==> config.mk <==
export PLATFORM = sky130hd
export DESIGN_NAME = mux_sel_arbiter
export DESIGN_NICKNAME = d
export VERILOG_FILES = /design/src/rtl/mux_sel_arbiter.sv
export SDC_FILE = /design/constraint.sdc
export NUM_CORES = 1
export LEC_CHECK = 0
export BUFFER_PORTS_ARGS = -buffer_cell sky130_fd_sc_hd__buf_2
export CAP_MARGIN = 25
export CORE_AREA = 5 5 42 44
export CTS_CLUSTER_DIAMETER = 60
export DETAILED_ROUTE_END_ITERATION = 10
export DIE_AREA = 0 0 47 49
export HOLD_SLACK_MARGIN = 0.05
export PLACE_DENSITY_LB_ADDON = 0.15
export REMOVE_ABC_BUFFERS = 1
export SYNTH_ARGS = -nofsm -noshare
export SYNTH_HDL_FRONTEND = slang
export SYNTH_SLANG_ARGS = --single-unit
==> constraint.sdc <==
create_clock -name clk -period 2.3 [get_ports clk]
set_input_delay 0.23 -clock clk [delete_from_list [all_inputs] [get_ports clk]]
set_output_delay 0.23 -clock clk [all_outputs]
set_load 0.03 [all_outputs]
==> src/rtl/mux_sel_arbiter.sv <==
// Two-requester round-robin arbiter that drives the sel input of a 2:1 mux.
// Optional grant lock input enabled by defining ARB_LOCK_EN.
module mux_sel_arbiter #(
    parameter int HOLD_MAX = 4,
    parameter int CNT_W    = 3
) (
    input  logic             clk,
    input  logic             rst,
    input  logic             req0,
    input  logic             req1,
    input  logic             done,
`ifdef ARB_LOCK_EN
    input  logic             lock,
`endif
    output logic             gnt0,
    output logic             gnt1,
    output logic             sel,
    output logic             busy,
    output logic [CNT_W-1:0] hold_cnt
);

    typedef enum logic [1:0] {
        IDLE = 2'd0,
        GNT0 = 2'd1,
        GNT1 = 2'd2
    } state_t;

    localparam logic [CNT_W-1:0] LIMIT = CNT_W'(HOLD_MAX - 1);

    state_t state;
    logic   last;
    logic   cur_req;
    logic   oth_req;
    logic   at_limit;
    logic   locked;
    logic   timeout;
    logic   rel;

    // Release decision for the current grantee, seen from its own side.
    always_comb begin
        cur_req  = (state == GNT1) ? req1 : req0;
        oth_req  = (state == GNT1) ? req0 : req1;
        at_limit = (hold_cnt == LIMIT);
`ifdef ARB_LOCK_EN
        locked   = lock;
`else
        locked   = 1'b0;
`endif
        timeout  = at_limit & oth_req & ~locked;
        rel      = ~cur_req | done | timeout;
    end

    always_ff @(posedge clk) begin
        if (rst) begin
            state    <= IDLE;
            gnt0     <= 1'b0;
            gnt1     <= 1'b0;
            sel      <= 1'b0;
            busy     <= 1'b0;
            hold_cnt <= '0;
            last     <= 1'b1;
        end else begin
            case (state)
                IDLE: begin
                    hold_cnt <= '0;
                    // On a tie, last==1 hands the grant to source 0.
                    if (req0 && (!req1 || last)) begin
                        state <= GNT0;
                        gnt0  <= 1'b1;
                        gnt1  <= 1'b0;
                        sel   <= 1'b0;
                        last  <= 1'b0;
                        busy  <= 1'b1;
                    end else if (req1) begin
                        state <= GNT1;
                        gnt0  <= 1'b0;
                        gnt1  <= 1'b1;
                        sel   <= 1'b1;
                        last  <= 1'b1;
                        busy  <= 1'b1;
                    end
                end
                GNT0, GNT1: begin
                    if (rel) begin
                        hold_cnt <= '0;
                        if (oth_req) begin
                            // Hand over directly, no idle bubble.
                            if (state == GNT0) begin
                                state <= GNT1;
                                gnt0  <= 1'b0;
                                gnt1  <= 1'b1;
                                sel   <= 1'b1;
                                last  <= 1'b1;
                            end else begin
                                state <= GNT0;
                                gnt0  <= 1'b1;
                                gnt1  <= 1'b0;
                                sel   <= 1'b0;
                                last  <= 1'b0;
                            end
                        end else begin
                            state <= IDLE;
                            gnt0  <= 1'b0;
                            gnt1  <= 1'b0;
                            busy  <= 1'b0;
                        end
                    end else if (at_limit) begin
                        hold_cnt <= locked ? LIMIT : '0;
                    end else begin
                        hold_cnt <= hold_cnt + 1'b1;
                    end
                end
                default: begin
                    state <= IDLE;
                    gnt0  <= 1'b0;
                    gnt1  <= 1'b0;
                    busy  <= 1'b0;
                end
            endcase
        end
    end

endmodule

# Word level (Yosys, flattened, before mapping)
# Index checks and enable logic that the tools add are counted.
# word_totals
register_bits,10
latch_bits,0
mem_bits_rw,0
rom_bits,0
input_bits,5
output_inout_bits,7
wordCells,58
memories,0
# classes
addsub,1
mul,0
div_mod_pow,0
magnitude_cmp,0
eq_ne,7
shifts,0
n_mux,30
bitwise,4
n_reduce_logical,9
# ops
cell,n
1-bit two-way mux,17
2-bit two-way mux,5
1-bit one-hot mux with 2 select lines,4
3-bit two-way mux,2
"2-bit != test, second input constant",3
3-bit one-hot mux with 2 select lines,1
2-bit one-hot mux with 2 select lines,1
4-bit AND reduction,1
"3-bit by 1-bit adder with 3-bit output, second input constant",1
"3-bit by 2-bit == test with 1-bit output, second input constant",1
"3-bit != test, second input constant",1
3-bit AND reduction,1
"2-bit by 1-bit == test with 1-bit output, second input constant",1
"2-bit == test, second input constant",1
2-bit zero test,1
1-bit bitwise OR,2
2-bit AND reduction,1
2-bit nonzero test,1
2-bit OR reduction,1
1-bit AND,1
1-bit logical AND,1
1-bit zero test,1
1-bit logical OR,1
1-bit inverter,1

# Logic depth before layout (Yosys ltp)
# Gate-level depths: netlist (run 1).
# logic_depth
word_depth,7
depth_mapped,6
mapped_depth_nobuf,6

# Least setup slack after synthesis (run 1)
# No wires, ideal clock.
# synth_timing
kind,register -> register
startpoint,"register, netlist name gnt0"
endpoint,register sel
setup_ps,87
arrival_time_ps,1925
required_time_ps,2213
path_slack_ps,288
path_stages_with_launch,7
n_path_buf,0
synth_period_minus_slack_ps,2012
cell_sequence,dfxtp_1 inv_1 ha_1 mux2_4 o211a_2 or3_1 o31ai_1
# synth_lines
element,line,rtl
"end signal, assigned",58,sel <= 1'b0;
"end signal, assigned",71,sel <= 1'b0;
"end signal, assigned",78,sel <= 1'b1;
"end, declared",17,"output logic sel,"

==> flow_summary_export.csv, run 1 <==
group,metric,value,unit
floorplan,die_w,47,µm
worst_setup_path,arrival,2080,ps
grt,antenna_found_initial,0,
layout,final_layout_size_suffix_gt1_frac,0.243,
synth,synth.avg_cell_area,9.18,µm²
routing,wire_per_inst,12.8,µm
clock_tree,clk_pin_slew,50,ps
grt,grt_overflow,0,
worst_setup_path,worst-path-max-fanout,7,
layout,fin_util,0.437,
sta,relSlewSlack,0.677,
power_and_ir_drop,ir_worst_vdd,447,µV
floorplan,die-area,2300,µm²
sta,final-setup-viol-count,0,
clock_tree,clock-sinks,8,
layout,fin_nets,82,
sta,drv_slew,0,
grt,grt_pass1_vias,495,
worst_setup_path,path_class,"flop to flop",
layout,antenna-diode-count,0,
sta,rsz0062_at_grt,"false",
flow_run,max_cap_violations,0,
routing,drt-initial-drc-count,4,
synth,syn-cell-area,514,µm²
grt,grt_pass1_wl,2.01,mm
place,dp_hpwl,889,µm
synth,yosysWarnings,0,
layout,area_delta_synth_final,19.0,%
worst_setup_path,start_kind,"flop",
synth,synth-seq-cells,8,
clock_tree,htreeDepth,1,
sta,hold_violations,0,
min_path,hold_path_depth,2,
sta,finalSetupTns,0,ps
grt,grt_max_degree,8,
clock_tree,insertion_delay,250,ps
routing,drt_first_pass_iters,2,
floorplan,start_util,0.367,
power_and_ir_drop,leakage,0.000294,µW
layout,multi_input_area,332,µm²
clock_tree,ctsRootBufferMaster,"clkbuf_4",
layout,fill_cells,149,
synth,ys_types,25,
floorplan,fp.coreArea,1400,µm²
worst_setup_path,worstPathRequired,2450,ps
routing,drc_errors,0,
min_path,hold_path_class,"input port to flop",
layout,seqCellArea,160,µm²
sta,tightest_slew,485,ps
sta,whs,241,ps
synth,syn_inst,56,
clock_tree,clock_path_buffers,2,
place,post-place-ws,385,ps
worst_setup_path,cp-end-kind,"flop",
clock_tree,ctsHoldBuffers,0,
clock_tree,ctsResizeCount,0,
routing,antenna_left,0,
floorplan,ioPinCount,12,
sta,fin_worst_skew,0.732,ps
worst_setup_path,reg2regPathDepth,6,
clock_tree,cts_tree,"yes",
place,place.gp.congestion,0.764,
sta,fmax,518,MHz
floorplan,die_h,49,µm
routing,routed_wl,1.10,mm
grt,track_usage,0.116,
floorplan,rows,14,
power_and_ir_drop,p_per_area,1190,nW/µm²
clock_tree,cts_inserted_buffers,3,
sta,setup_ws,370,ps
sta,period_needed,1930,ps
sta,finalCritPeriodShare,0.839,
place,portBuffers,11,
outcome,status,"finished, final reports clean",
clock_tree,post_cts_buffers,0,
routing,via_count,475,
routing,via_per_inst,5.52,
synth,ys_seq_area_frac,0.311,
## power breakdown
part	leakage [µW]	switching, µW	internal [µW]	total [µW]
logic	0.000215	243	166	409
registers	0.0000656	30.0	180	210
clock network	0.0000138	48.7	59.8	109
## flip-flops by register name, summed over array words and instances, names as in the netlist
name      cells
hold_cnt      3
busy          1
gnt0          1
gnt1          1
last          1
sel           1
## final timing paths
path	from	to	slack, ps
worst max-delay path	gnt0	busy	370
worst min-delay path	rst	hold_cnt[1]	240
worst max register to register	gnt0	busy	370
worst min register to register	hold_cnt[2]	hold_cnt[2]	450
## synthesized netlist by cell type (all sizes together)
cell | number | area (µm²)
o31ai | 2 | 15.0
o311ai | 2 | 17.5
nand2 | 3 | 11.3
o211a | 2 | 20.0
nor2b | 2 | 12.5
o211ai | 3 | 22.5
mux2 | 2 | 26.3
or2 | 1 | 6.26
inv | 6 | 22.5
dfxtp | 8 | 160
nor2 | 2 | 7.51
nand2b | 2 | 12.5
a21oi | 3 | 15.0
nand3 | 1 | 5.00
mux2i | 2 | 20.0
a22oi | 1 | 7.51
or3 | 2 | 12.5
nand4b | 1 | 8.76
a2bb2oi | 1 | 8.76
o21ai | 1 | 5.00
o41ai | 3 | 26.3
ha | 5 | 62.6
or3b | 1 | 8.76
## per-stage QoR
stage                     area, µm²  total power [µW]  cells
final                           612               727     86
after detailed placement        589               625     83
after global routing            612               793     86
after floorplan                 514               532     56
after CTS                       612               736     86
after global placement          589               627     83
## final cells by class
| class | instances | share of cell area |
|---|---|---|
| Clock buffer | 3 | 0.0368 |
| Inverter | 6 | 0.0368 |
| Multi-Input combinational cell | 42 | 0.542 |
| Sequential cell | 8 | 0.262 |
| Tap cell | 16 | 0.0327 |
| Timing Repair Buffer | 11 | 0.0900 |
## placed cells by master, fill, tap and decap left out, drive strengths merged, types with 3 or more instances in the layout
cell type,n
inv,6
buf,11
o211ai,3
clkbuf,3
o41ai,3
dfxtp,8
nand2,3
ha,5
a21oi,3
## cell families after synthesis
family / share of synthesized area
simple gates: 0.165
flops: 0.311
compound gates: 0.268
fa+ha+maj: 0.122
mux: 0.0900
buf+inv: 0.0438
## routing by layer
layer  up-vias  GRT usage  share of wire
met5         -          0              0
met4         0     0.0553          0.022
met3         5     0.0258          0.051
li1        240          -              -
met1       221      0.137           0.46
met2         9      0.188           0.46
## critical path, stage by stage (launching register included)
cell and delay (ps):
dfxtp_1 400, inv_1 80, ha_1 260, mux2_4 330, o211a_2 160, or2_1 280
o41ai_1 310
Power figures use the tool's default switching activity.
==> inputs of run 2 (changes only) <==
Settings changed: ABC_AREA from default to 1, CORE_AREA 5 5 42 44 to default, CORE_MARGIN from default to 5, CORE_UTILIZATION from default to 40, DIE_AREA 0 0 47 49 to default.
Clock period 2.3 ns to 1.7 ns, I/O delays scaled along.
==> run 2 against run 1 <==
Compared with the run above:
- maximum frequency increased by 26%
- worst hold slack worse by 87 ps
- worst setup slack worse by 210 ps
- area after synthesis increased by 6.1%
- utilization rose by 7.1 points
- register-to-register slack worse by 210 ps
- sequential share of layout area fell by 0.80 points
- largest cell class unchanged
==> flow_summary_export.csv, run 2 <==
group,metric,value,unit
synth,synth_xor_area_frac,0,
layout,seqCellArea,168,µm²
worst_setup_path,worst-path-max-fanout,5,
synth,synth-compound-area-share,0.0734,
layout,top_register,"hold_cnt",
sta,finalSetupTns,0,ps
power_and_ir_drop,ir_worst_vdd,740,µV
worst_setup_path,cp-end-kind,"flop",
synth,syn_inst,89,
worst_setup_path,worstPathRequired,1880,ps
power_and_ir_drop,p_per_area,1580,nW/µm²
sta,period_needed,1540,ps
clock_tree,post_cts_buffers,0,
flow_run,max_cap_violations,0,
routing,drt-initial-drc-count,24,
layout,final_common_cell,"nand2_1",
layout,area_delta_synth_final,21.1,%
synth,synth.avg_cell_area,6.13,µm²
layout,fin_nets,116,
power_and_ir_drop,clock_power_share,0.137,
synth,yosysTopAreaCell,"dfxtp_1",
floorplan,die_h,46.9,µm
synth,synth_fa_ha_area_frac,0.115,
clock_tree,cts_tree,"yes",
layout,multi_input_area,329,µm²
worst_setup_path,start_kind,"flop",
synth,synth_top_family_by_area,"simple AND/OR/NAND/NOR gates",
power_and_ir_drop,switchingPower,496,µW
layout,largest_reg_flops,3,
layout,antenna-diode-count,0,
sta,whs,154,ps
place,portBuffers,11,
sta,drv_slew,0,
grt,track_usage,0.135,
worst_setup_path,crit_path_cell_trace,"inv_1 -> ha_1 -> inv_1 -> nor2_2 -> nand2_1 -> nor2_2 -> nand2_2 -> nand2_1 -> nand2_1 -> a21oi_2",
power_and_ir_drop,power.total,1040,µW
layout,fin_cells,119,
worst_setup_path,path_class,"flop to flop",
floorplan,rows,13,
routing,routed_wl,1.21,mm
sta,relSlewSlack,0.847,
power_and_ir_drop,pwr-share-comb,0.581,
outcome,status,"finished, final reports clean",
sta,fmax,651,MHz
routing,wire_per_inst,10.2,µm
place,dp_hpwl,973,µm
grt,grt_max_degree,8,
routing,drt_first_pass_iters,5,
synth,synth_edf_count,0,
power_and_ir_drop,leakage,0.000378,µW
layout,final_layout_size_suffix_gt1_frac,0.212,
worst_setup_path,crit_path_max_incr_delay,360,ps
worst_setup_path,cpLargestDelayFamily,"simple AND/OR/NAND/NOR gates",
floorplan,fp.coreArea,1300,µm²
min_path,hold_path_class,"input port to flop",
clock_tree,cts_inserted_buffers,3,
layout,layout_common_cells,"nand2_1, inv_1, buf_2",
synth,synthTopCellsByCount,"nand2_1, inv_1, nor2_1",
routing,via_per_inst,4.93,
place,dp_cells,116,
synth,muxShareOfSynthArea,0,
place,place.gp.congestion,0.766,
clock_tree,clock_path_buffers,2,
place,place_area,627,µm²
clock_tree,ctsRootBufferMaster,"clkbuf_4",
synth,yosys.area_share.simple,0.408,
synth,synthMostInstantiatedCell,"nand2_1",
layout,fill_cells,155,
sta,fin_worst_skew,4.66,ps
clock_tree,insertion_delay,250,ps
synth,async_flop_share,0,
synth,ys_seq_area_frac,0.294,
floorplan,start_util,0.419,
floorplan,die-area,2200,µm²
synth,synth_top_flop_cell,"dfxtp_1",
routing,drc_errors,0,
power_and_ir_drop,p_int,545,µW
worst_setup_path,cpMostUsedCell,"nand2_1",
synth,syn-cell-area,546,µm²
routing,via_count,587,
worst_setup_path,critPathSlowestCell,"dfxtp_4",
power_and_ir_drop,switching_share,0.477,
sta,hold_violations,0,
synth,synth-seq-cells,8,
power_and_ir_drop,power_frac_seq,0.282,
clock_tree,htreeDepth,1,
grt,grt_pass1_wl,2.06,mm
floorplan,ioPinCount,12,
synth,ys_types,13,
clock_tree,clock-sinks,8,
sta,finalCritPeriodShare,0.903,
synth,netlist.area_leader.share,0.294,
grt,grt_overflow,0,
worst_setup_path,crit_buf_inv,2,
routing,antenna_left,0,
synth,yosysWarnings,0,
floorplan,die_w,46.9,µm
synth,synth.area.top_cells,"dfxtp_1, nand2_1, ha_1",
grt,antenna_found_initial,0,
sta,final-setup-viol-count,0,
worst_setup_path,arrival,1720,ps
layout,stdcell_area,661,µm²
sta,tightest_slew,229,ps
grt,grt_pass1_vias,531,
clock_tree,clk_pin_slew,50,ps
-- run 2: cells by family after synthesis --
logic type,count (synthesis)
compound gates,8
simple gates,52
buf+inv,16
flops,8
fa+ha+maj,5
-- run 2: power by group through the flow --
stage	sequential, µW	combinational (µW)	clock, µW
after floorplan	374	357	0
after global placement	287	591	0
after detailed placement	290	596	0
after CTS	286	600	149
after global routing	305	686	165
final	293	605	143
-- run 2: final cells by class --
type | instances | area share
inverter | 16 | 0.0909
clock buffer | 3 | 0.0341
multi-input combinational | 65 | 0.498
tap | 15 | 0.0284
timing repair buffer | 12 | 0.0947
sequential | 8 | 0.254
-- run 2: repair_timing --
| item | CTS | global route |
|---|---|---|
| endpoints found under the setup margin | 0 | 6 |
| gates resized for setup | 0 | 5 |
| hold buffers | 0 | 0 |
-- run 2: per-stage QoR --
| step | setup WS (ps) | utilization |
|---|---|---|
| 3_5_place_dp | 71.5 | 0.482 |
| 2_1_floorplan | 33.2 | - |
| 3_3_place_gp | 119 | 0.482 |
| 6_report | 165 | 0.508 |
| 4_1_cts | 56.1 | 0.499 |
| 5_1_grt | -6.46 | 0.508 |
-- run 2: final timing paths --
path	startpoint	endpoint	slack, ps	cells after the start
setup / recovery	gnt0	gnt0	160	10
hold / removal	rst	gnt0	150	2
setup reg to reg	gnt0	gnt0	160	10
hold reg to reg	sel	sel	460	2
-- run 2: per-layer routing --
metal / wire, µm / vias up / global-route usage
met1: 491 / 261 / 0.148
met5: 0 / - / 0
met3: 98 / 2 / 0.0690
met4: 11 / 0 / 0.0497
li1: - / 304 / -
met2: 608 / 20 / 0.222
==> inputs of run 3 (changes only) <==
Settings changed: CAP_MARGIN 25 to 20, PLACE_DENSITY_LB_ADDON 0.15 to default.
==> run 3 against run 2 <==
Compared with the run above:
- maximum frequency grew 3.3%
- via count shrank 5.6%
- global-route usage shrank 0.057 points
- critical path depth shrank 2
- worst setup slack gained 49 ps
- utilization grew 0.096 points
- non-clock buffer count shrank 1
- first-iteration DRC count shrank 67%
- clock-buffer cell count is the same
- critical endpoint is now hold_cnt[0]
==> flow_summary_export.csv, run 3 (synthesis results as in run 2) <==
group,metric,value,unit
outcome,status,"finished, final reports clean",
clock_tree,cts_inserted_buffers,3,
layout,antenna-diode-count,0,
floorplan,rows,13,
grt,grt_pass1_wl,2.10,mm
power_and_ir_drop,power_frac_seq,0.275,
power_and_ir_drop,ir_worst_vdd,512,µV
sta,finalCritPeriodShare,0.874,
clock_tree,cts_tree,"yes",
routing,routed_wl,1.20,mm
worst_setup_path,crit_path_cell_trace,"inv_1 -> ha_4 -> inv_1 -> nor2_2 -> nand3_1 -> nor3_2 -> nor2_1 -> nor3_1",
sta,final-setup-viol-count,0,
routing,drt_first_pass_iters,4,
sta,fin_worst_skew,1.93,ps
clock_tree,htreeDepth,1,
clock_tree,clk_pin_slew,50,ps
floorplan,fp.coreArea,1300,µm²
worst_setup_path,worstPathRequired,1880,ps
clock_tree,clock_path_buffers,2,
sta,fmax,673,MHz
layout,area_delta_synth_final,21.3,%
sta,whs,168,ps
grt,grt_overflow,0,
sta,relSlewSlack,0.852,
sta,period_needed,1490,ps
layout,layout_common_cells,"nand2_1, inv_1, buf_2",
worst_setup_path,start_kind,"flop",
floorplan,start_util,0.419,
min_path,hold_path_class,"input port to flop",
floorplan,ioPinCount,12,
clock_tree,ctsRootBufferMaster,"clkbuf_4",
power_and_ir_drop,switching_share,0.474,
routing,via_count,554,
floorplan,die_h,46.9,µm
grt,grt_max_degree,8,
worst_setup_path,critPathSlowestCell,"dfxtp_2",
place,portBuffers,11,
clock_tree,insertion_delay,250,ps
power_and_ir_drop,power.total,1040,µW
power_and_ir_drop,p_per_area,1580,nW/µm²
layout,fin_nets,115,
routing,antenna_left,0,
power_and_ir_drop,switchingPower,495,µW
place,post-place-ws,109,ps
layout,final_common_cell,"nand2_1",
power_and_ir_drop,p_int,549,µW
power_and_ir_drop,pwr-share-comb,0.586,
routing,wire_per_inst,10.2,µm
routing,drt-initial-drc-count,8,
sta,drv_slew,0,
worst_setup_path,arrival,1660,ps
layout,fin_cells,118,
place,dp_cells,115,
flow_run,max_cap_violations,0,
grt,grt_pass1_vias,528,
routing,via_per_inst,4.69,
floorplan,die-area,2200,µm²
worst_setup_path,cp-end-kind,"flop",
routing,drc_errors,0,
place,place_area,619,µm²
clock_tree,clock-sinks,8,
worst_setup_path,cpMostUsedCell,"inv_1",
layout,fill_cells,149,
sta,tightest_slew,221,ps
layout,largest_reg_flops,3,
place,place.gp.congestion,0.856,
grt,antenna_found_initial,0,
clock_tree,post_cts_buffers,0,
power_and_ir_drop,clock_power_share,0.139,
sta,hold_violations,0,
layout,top_register,"hold_cnt",
worst_setup_path,crit_buf_inv,2,
grt,track_usage,0.134,
place,dp_hpwl,978,µm
worst_setup_path,worst-path-max-fanout,5,
power_and_ir_drop,leakage,0.000372,µW
layout,stdcell_area,662,µm²
layout,final_layout_size_suffix_gt1_frac,0.223,
worst_setup_path,path_class,"flop to flop",
clock_tree,ctsHoldBuffers,0,
worst_setup_path,cpLargestDelayFamily,"simple AND/OR/NAND/NOR gates",
floorplan,die_w,46.9,µm
sta,setup_ws,213,ps
worst_setup_path,crit_path_max_incr_delay,360,ps
==> run 3: cell types whose count changed in the layout (fill, tap and decap cells not counted) <==
cell,previous run,this run
dfxtp_2,0,2
dfxtp_4,2,0
ha_1,5,3
a21oi_1,6,7
a21oi_2,1,0
buf_4,1,0
ha_2,0,1
ha_4,0,1
nor2_1,9,8
nor2_2,2,3
==> run 3: worst paths after layout <==
check | from | endpoint | slack (ps) | depth (start not counted)
setup / recovery | gnt1 | hold_cnt[0] | 210 | 8
setup reg to reg | gnt1 | hold_cnt[0] | 210 | 8
hold reg to reg | last | last | 460 | 2
hold / removal | rst | gnt0 | 170 | 2
==> run 3: per-layer routing <==
| metal | track usage | routed length (µm) | share of wire | vias up |
|---|---|---|---|---|
| li1 | - | - | - | 305 |
| met1 | 0.158 | 561 | 0.47 | 237 |
| met2 | 0.225 | 565 | 0.47 | 10 |
| met3 | 0.0345 | 65 | 0.054 | 2 |
| met4 | 0.0663 | 8 | 0.0067 | 0 |
| met5 | 0 | 0 | 0 | - |
==> run 3: power groups by stage <==
| stage | registers, µW | clock network (µW) | logic [µW] |
|---|---|---|---|
| final | 288 | 145 | 612 |
| after global routing | 297 | 160 | 702 |
| after CTS | 284 | 150 | 579 |
| after detailed placement | 288 | 0 | 577 |
| after global placement | 287 | 0 | 571 |
| after floorplan | 374 | 0 | 357 |
==> run 3: what timing repair did <==
item | in CTS | in global routing
hold endpoints to repair | 0 | 0
gates resized for setup | 0 | 5
endpoints found under the setup margin | 0 | 8
==> run 3: area by class of cell <==
type / count / area (µm²) / share of cell area
Multi-Input combinational cell: 65 / 343 / 0.518
Tap cell: 15 / 18.8 / 0.0284
Timing Repair Buffer: 11 / 55.1 / 0.0832
Sequential cell: 8 / 163 / 0.246
Inverter: 16 / 60.1 / 0.0907
Clock buffer: 3 / 22.5 / 0.0340
==> run 3: through the flow <==
stage          TNS (ps)   util
2_1_floorplan         0      -
3_3_place_gp          0  0.476
3_5_place_dp          0  0.476
4_1_cts               0  0.493
5_1_grt           -3.73  0.509
6_report              0  0.509
